**src/rtl/fetch_sequencer_if.sv**
```systemverilog
// fetch_sequencer_if: instruction-memory request bus and decode valid/ready channel.
interface fetch_sequencer_if;
    logic        imem_en;
    logic [31:0] imem_addr;
    logic [31:0] imem_data;
    logic        imem_miss;
    logic        dec_valid;
    logic        dec_ready;
    logic [31:0] dec_inst;
    logic [31:0] dec_pc;
    modport master (output imem_en, imem_addr, dec_valid, dec_inst, dec_pc,
                    input  imem_data, imem_miss, dec_ready);
    modport slave  (input  imem_en, imem_addr, dec_valid, dec_inst, dec_pc,
                    output imem_data, imem_miss, dec_ready);
endinterface

```
**src/rtl/fetch_sequencer.sv**
```systemverilog
// fetch_sequencer: owns the PC, fetches from instruction memory through miss wait-states,
// and hands instruction/PC pairs to decode with branch redirect and backpressure handling.
module fetch_sequencer #(
    parameter logic [31:0] RESET_PC   = 32'h0000_0000,
    parameter int          MISS_CNT_W = 16
) (
    input  logic                  i_clk,
    input  logic                  i_rst_n,
    input  logic                  i_br_taken,
    input  logic [31:0]           i_br_target,
    output logic                  o_misalign,
    output logic [MISS_CNT_W-1:0] o_miss_count,
    fetch_sequencer_if.master     bus
);
    typedef enum logic [1:0] {IDLE, FETCH, MISS, HOLD} state_t;
    state_t                r_state;
    logic [31:0]           r_pc;
    logic [31:0]           r_inst;
    logic [31:0]           r_dpc;
    logic                  r_en;
    logic                  r_valid;
    logic                  r_misalign;
    logic [MISS_CNT_W-1:0] r_miss_cnt;
    logic                  w_slot_free;
    logic                  w_miss_cyc;
    assign w_slot_free    = !r_valid || bus.dec_ready;
    assign w_miss_cyc     = r_en && bus.imem_miss;
    assign bus.imem_en    = r_en;
    assign bus.imem_addr  = r_pc;
    assign bus.dec_valid  = r_valid;
    assign bus.dec_inst   = r_inst;
    assign bus.dec_pc     = r_dpc;
    assign o_misalign     = r_misalign;
    assign o_miss_count   = r_miss_cnt;
    always_ff @(posedge i_clk or negedge i_rst_n) begin
        if (!i_rst_n) begin
            r_state    <= IDLE;
            r_pc       <= {RESET_PC[31:2], 2'b00};
            r_inst     <= '0;
            r_dpc      <= '0;
            r_en       <= 1'b0;
            r_valid    <= 1'b0;
            r_misalign <= 1'b0;
        end else begin
            r_misalign <= 1'b0;
            // a redirect overrides any miss, hold or same-cycle capture
            if (r_state != IDLE && i_br_taken) begin
                r_state    <= FETCH;
                r_pc       <= {i_br_target[31:2], 2'b00};
                r_en       <= 1'b1;
                r_valid    <= 1'b0;
                r_misalign <= |i_br_target[1:0];
            end else begin
                case (r_state)
                    IDLE: begin
                        r_state <= FETCH;
                        r_en    <= 1'b1;
                    end
                    FETCH, MISS: begin
                        if (bus.imem_miss) begin
                            r_state <= MISS;
                            r_valid <= r_valid && !bus.dec_ready;
                        end else if (w_slot_free) begin
                            r_state <= FETCH;
                            r_inst  <= bus.imem_data;
                            r_dpc   <= r_pc;
                            r_valid <= 1'b1;
                            r_pc    <= r_pc + 32'd4;
                        end else begin
                            r_state <= HOLD;
                            r_en    <= 1'b0;
                        end
                    end
                    HOLD: begin
                        if (bus.dec_ready) begin
                            r_state <= FETCH;
                            r_en    <= 1'b1;
                            r_valid <= 1'b0;
                        end
                    end
                    default: r_state <= IDLE;
                endcase
            end
        end
    end
    always_ff @(posedge i_clk or negedge i_rst_n) begin
        if (!i_rst_n)
            r_miss_cnt <= '0;
        else if (w_miss_cyc && !(&r_miss_cnt))
            r_miss_cnt <= r_miss_cnt + MISS_CNT_W'(1);
    end
endmodule

```
**src/flat_wrapper.sv**
```systemverilog
// flat-port wrapper written by rule: the top's interface ports become plain ports
module fetch_sequencer_flat 
#(
    parameter logic [31:0] RESET_PC   = 32'h0000_0000,
    parameter int          MISS_CNT_W = 16
)
  (i_clk, i_rst_n, i_br_taken, i_br_target, o_misalign, o_miss_count, bus_imem_en, bus_imem_addr, bus_dec_valid, bus_dec_inst, bus_dec_pc, bus_imem_data, bus_imem_miss, bus_dec_ready);
  fetch_sequencer_if bus_i ();
  input  logic i_clk;
  input  logic i_rst_n;
  input  logic i_br_taken;
  input  logic [31:0] i_br_target;
  output logic o_misalign;
  output logic [MISS_CNT_W-1:0] o_miss_count;
  output wire logic [$bits(bus_i.imem_en)-1:0] bus_imem_en;
  output wire logic [$bits(bus_i.imem_addr)-1:0] bus_imem_addr;
  output wire logic [$bits(bus_i.dec_valid)-1:0] bus_dec_valid;
  output wire logic [$bits(bus_i.dec_inst)-1:0] bus_dec_inst;
  output wire logic [$bits(bus_i.dec_pc)-1:0] bus_dec_pc;
  input wire logic [$bits(bus_i.imem_data)-1:0] bus_imem_data;
  input wire logic [$bits(bus_i.imem_miss)-1:0] bus_imem_miss;
  input wire logic [$bits(bus_i.dec_ready)-1:0] bus_dec_ready;
  assign bus_imem_en = bus_i.imem_en;
  assign bus_imem_addr = bus_i.imem_addr;
  assign bus_dec_valid = bus_i.dec_valid;
  assign bus_dec_inst = bus_i.dec_inst;
  assign bus_dec_pc = bus_i.dec_pc;
  assign bus_i.imem_data = bus_imem_data;
  assign bus_i.imem_miss = bus_imem_miss;
  assign bus_i.dec_ready = bus_dec_ready;
  fetch_sequencer #(.RESET_PC(RESET_PC), .MISS_CNT_W(MISS_CNT_W)) u_core (.i_clk(i_clk), .i_rst_n(i_rst_n), .i_br_taken(i_br_taken), .i_br_target(i_br_target), .o_misalign(o_misalign), .o_miss_count(o_miss_count), .bus(bus_i));
endmodule
```
**config.mk**
```make
export PLATFORM = sky130hd
export DESIGN_NAME = fetch_sequencer_flat
export DESIGN_NICKNAME = d
export VERILOG_FILES = /design/src/rtl/fetch_sequencer_if.sv /design/src/rtl/fetch_sequencer.sv /design/src/flat_wrapper.sv
export SDC_FILE = /design/constraint.sdc
export NUM_CORES = 1
export LEC_CHECK = 0
export CAP_MARGIN = 20
export CORE_MARGIN = 8
export CORE_UTILIZATION = 45
export CTS_BUF_LIST = sky130_fd_sc_hd__clkbuf_8
export CTS_CLUSTER_DIAMETER = 150
export CTS_CLUSTER_SIZE = 20
export DETAILED_ROUTE_END_ITERATION = 10
export GPL_ROUTABILITY_DRIVEN = 0
export HOLD_SLACK_MARGIN = 0.05
export PLACE_DENSITY_LB_ADDON = 0.2
export SYNTH_ARGS = -nofsm -noshare
export SYNTH_HDL_FRONTEND = slang
export SYNTH_SLANG_ARGS = --single-unit
```
**constraint.sdc**
```tcl
create_clock -name i_clk -period 2.9 [get_ports i_clk]
set_input_delay 0.725 -clock i_clk [delete_from_list [all_inputs] [get_ports i_clk]]
set_output_delay 0.725 -clock i_clk [all_outputs]
set_load 0.02 [all_outputs]
```
==> reports/results.ini <==
[outcome]
outcome=complete, no violations

[setup_path]
startpoint_type=input port
end_kind=flop
startpoint=bus_imem_miss
reg2regPathDepth=7
reg2reg_slack_ns=0.72
r2r-start=u_core.r_state[0]
cp_data_required_time_ns=3.25
path_class=in -> reg
critPathCapture=u_core.bus.imem_addr[28]
crit_fanout=7
r2r_end=u_core.bus.imem_addr[23]
cp.arrival_ns=2.68

[cts]
htree_levels=4
post_cts_buffers=0
root_buffer=clkbuf_8
clkSinkCount=113
ctsHoldBuffers=0
cts_buffer_depth=2
numCtsBuffers=17
clk_pin_slew_ns=0.07
cts_tree=yes
post_cts_resize_count=0
clock_latency_ns=0.42

[floorplan]
rows=38
dieWidth_um=122
die_area_um2=14900
die_y_um=122
core-area_um2=10900
initial_core_util_pct=46.4
ios=184

[timing]
max_slew_margin_pct=52.4
setup_viol=0
finalCritPeriodShare_pct=80.4
hold_viol_final=0
tightestPinTransition_ns=0.714
tns_ns=0
rsz0062_at_grt=false
clock_skew_ns=0.00865
period_needed_ns=2.33
fmax_ghz=0.429
final_max_slew_viol_count=0

[finish]
area_delta_synth_final_pct=47.4
final_layout_size_suffix_gt1_share_pct=17.9
final_common_cell=clkdlybuf4s50_1
diodes=0
multi_input_area_um2=2140
num-nets-final=703
ff_latch_area_um2=2830
layout_common_cells=clkdlybuf4s50_1, dfrtp_1, mux2_2
fill_cells=858

[routing]
postRouteAntennaNets=0
first_pass_iters=4
drt-vias-per-instance=5.10
drcViolationCount=0
drt-total-wl_mm=13.5
vias=3997
routedWlPerCell_um=17.3
drt_iter0_drc=236

[power_and_ir_drop]
total_power_w=0.00799
p_leak_nw=3.09
combPwrFrac_pct=46.1
power_switching_share_pct=36.7
seqPwrFrac_pct=34.5
p_clk_share_pct=19.4
p_per_area_nw_per_um2=1070
vdd_drop_max_mv=0.556
switching_power_w=0.00293
p_int_w=0.00506

[place]
dpl.hpwl_mm=10.2
io_buffers=179

[global_routing]
overflow=0
antenna_found_initial=0
grt_pass1_wl_mm=21.5
grt_max_degree=55
grt_pass1_vias=4272
track_usage_pct=18.6

[synth]
synth_cell_types=44
synth_area_um2=5070
yosys_warnings=0
syn_avg_cell_area_um2=11.5
yosysSeqAreaShare_pct=55.7
synth-seq-cells=113
syn_inst=440

[worst_hold_path]
hold_path.class=in -> async

[flow_run]
drv_cap=0

[Yosys cell counts (all sizes together)]
| library cell | count | area share, % |
|---|---|---|
| a211o | 1 | 0.17 |
| a21oi | 4 | 0.39 |
| a22oi | 1 | 0.15 |
| a31oi | 6 | 0.74 |
| and2 | 3 | 0.37 |
| and2b | 1 | 0.17 |
| and3 | 6 | 0.79 |
| and4 | 1 | 0.17 |
| buf | 13 | 1.6 |
| clkbuf | 6 | 0.44 |
| conb | 1 | 0.074 |
| dfrtp | 113 | 56 |
| ha | 4 | 0.99 |
| inv | 7 | 0.52 |
| mux2 | 60 | 13 |
| mux2i | 1 | 0.20 |
| nand2 | 45 | 3.5 |
| nand2b | 4 | 0.49 |
| nand3 | 22 | 2.4 |
| nand4 | 11 | 1.4 |
| nor2 | 26 | 2.0 |
| nor2b | 4 | 0.64 |
| nor3 | 4 | 0.39 |
| nor4 | 11 | 1.5 |
| o211ai | 2 | 0.30 |
| o21a | 1 | 0.15 |
| o21ai | 34 | 3.4 |
| o31ai | 2 | 0.30 |
| o41ai | 1 | 0.32 |
| or2 | 1 | 0.17 |
| or3 | 9 | 1.3 |
| xnor2 | 20 | 3.5 |
| xor2 | 15 | 2.6 |
[registers in the layout, summed over array words and instances, names as in the netlist]
register              cells
u_core.r_state            2
u_core.bus.dec_inst      32
u_core.bus.dec_pc        30
u_core.bus.imem_addr     30
u_core.o_miss_count      16
u_core.bus.imem_en        1
u_core.bus.dec_valid      1
u_core.o_misalign         1
[critical path, cell delays in order]
cell and delay [ns]:
clkdlybuf4s50_1 0.55, nand2b_1 0.29, nor3_1 0.29, nand4_1 0.27, or3_1 0.38, a31oi_1 0.17
[per-layer routing]
metal  GRT usage, %  vias up  share of wire (%)
li1               -     1917                  -
met1           20.9     1932                 39
met2           31.0      129                 49
met3           7.64       19                9.7
met4           7.46        0                1.6
met5              0        -                  0
[worst min-delay path by stage]
stage	start	cells past startpoint	to	slack, ns
floorplan	i_rst_n	0	u_core.bus.dec_inst[0]	0.43
global placement	u_core.bus.dec_pc[6]	2	u_core.bus.dec_pc[6]	0.46
detailed placement	u_core.bus.dec_pc[18]	2	u_core.bus.dec_pc[18]	0.47
CTS	i_rst_n	1	u_core.o_miss_count[9]	0.36
global route	i_rst_n	1	u_core.o_miss_count[10]	0.39
finish	i_rst_n	1	u_core.o_miss_count[7]	0.35
[kinds of logic after synthesis]
group | synth area share (%)
flip-flops | 55.7
XOR/XNOR | 6.04
adder cells (fa/ha/maj) | 0.987
buffers and inverters | 2.54
AND/OR/NAND/NOR | 15.2
other | 0.0739
multiplexers | 13.5
AO/OA/AOI/OAI | 5.87
[power groups by stage]
stage | clock [W] | combinational, W | sequential [W]
finish | 0.00155 | 0.00368 | 0.00276
global route | 0.00166 | 0.00394 | 0.00287
CTS | 0.00159 | 0.00375 | 0.00277
detailed placement | 0 | 0.00373 | 0.00279
global placement | 0 | 0.00366 | 0.00275
floorplan | 0 | 0.00118 | 0.00349
[per-stage QoR]
step,cells,cell area [µm²],setup slack (ns),hold WS [ns],util (%)
2_1_floorplan,443,5080,0.830,0.429,-
3_3_place_gp,751,7050,0.246,0.464,64.5
3_5_place_dp,751,7050,0.153,0.471,64.5
4_1_cts,783,7480,0.534,0.364,68.4
5_1_grt,783,7480,0.390,0.392,68.4
6_report,783,7480,0.570,0.348,68.4
[area by class of cell]
type / instances / area share, %
clock buffer: 21 / 3.87
clock inverter: 11 / 1.79
inverter: 7 / 0.351
multi-input combinational: 304 / 28.6
sequential: 113 / 37.8
tap: 140 / 2.34
timing repair buffer: 187 / 25.2
No activity file was read; power rests on OpenSTA's default activity.
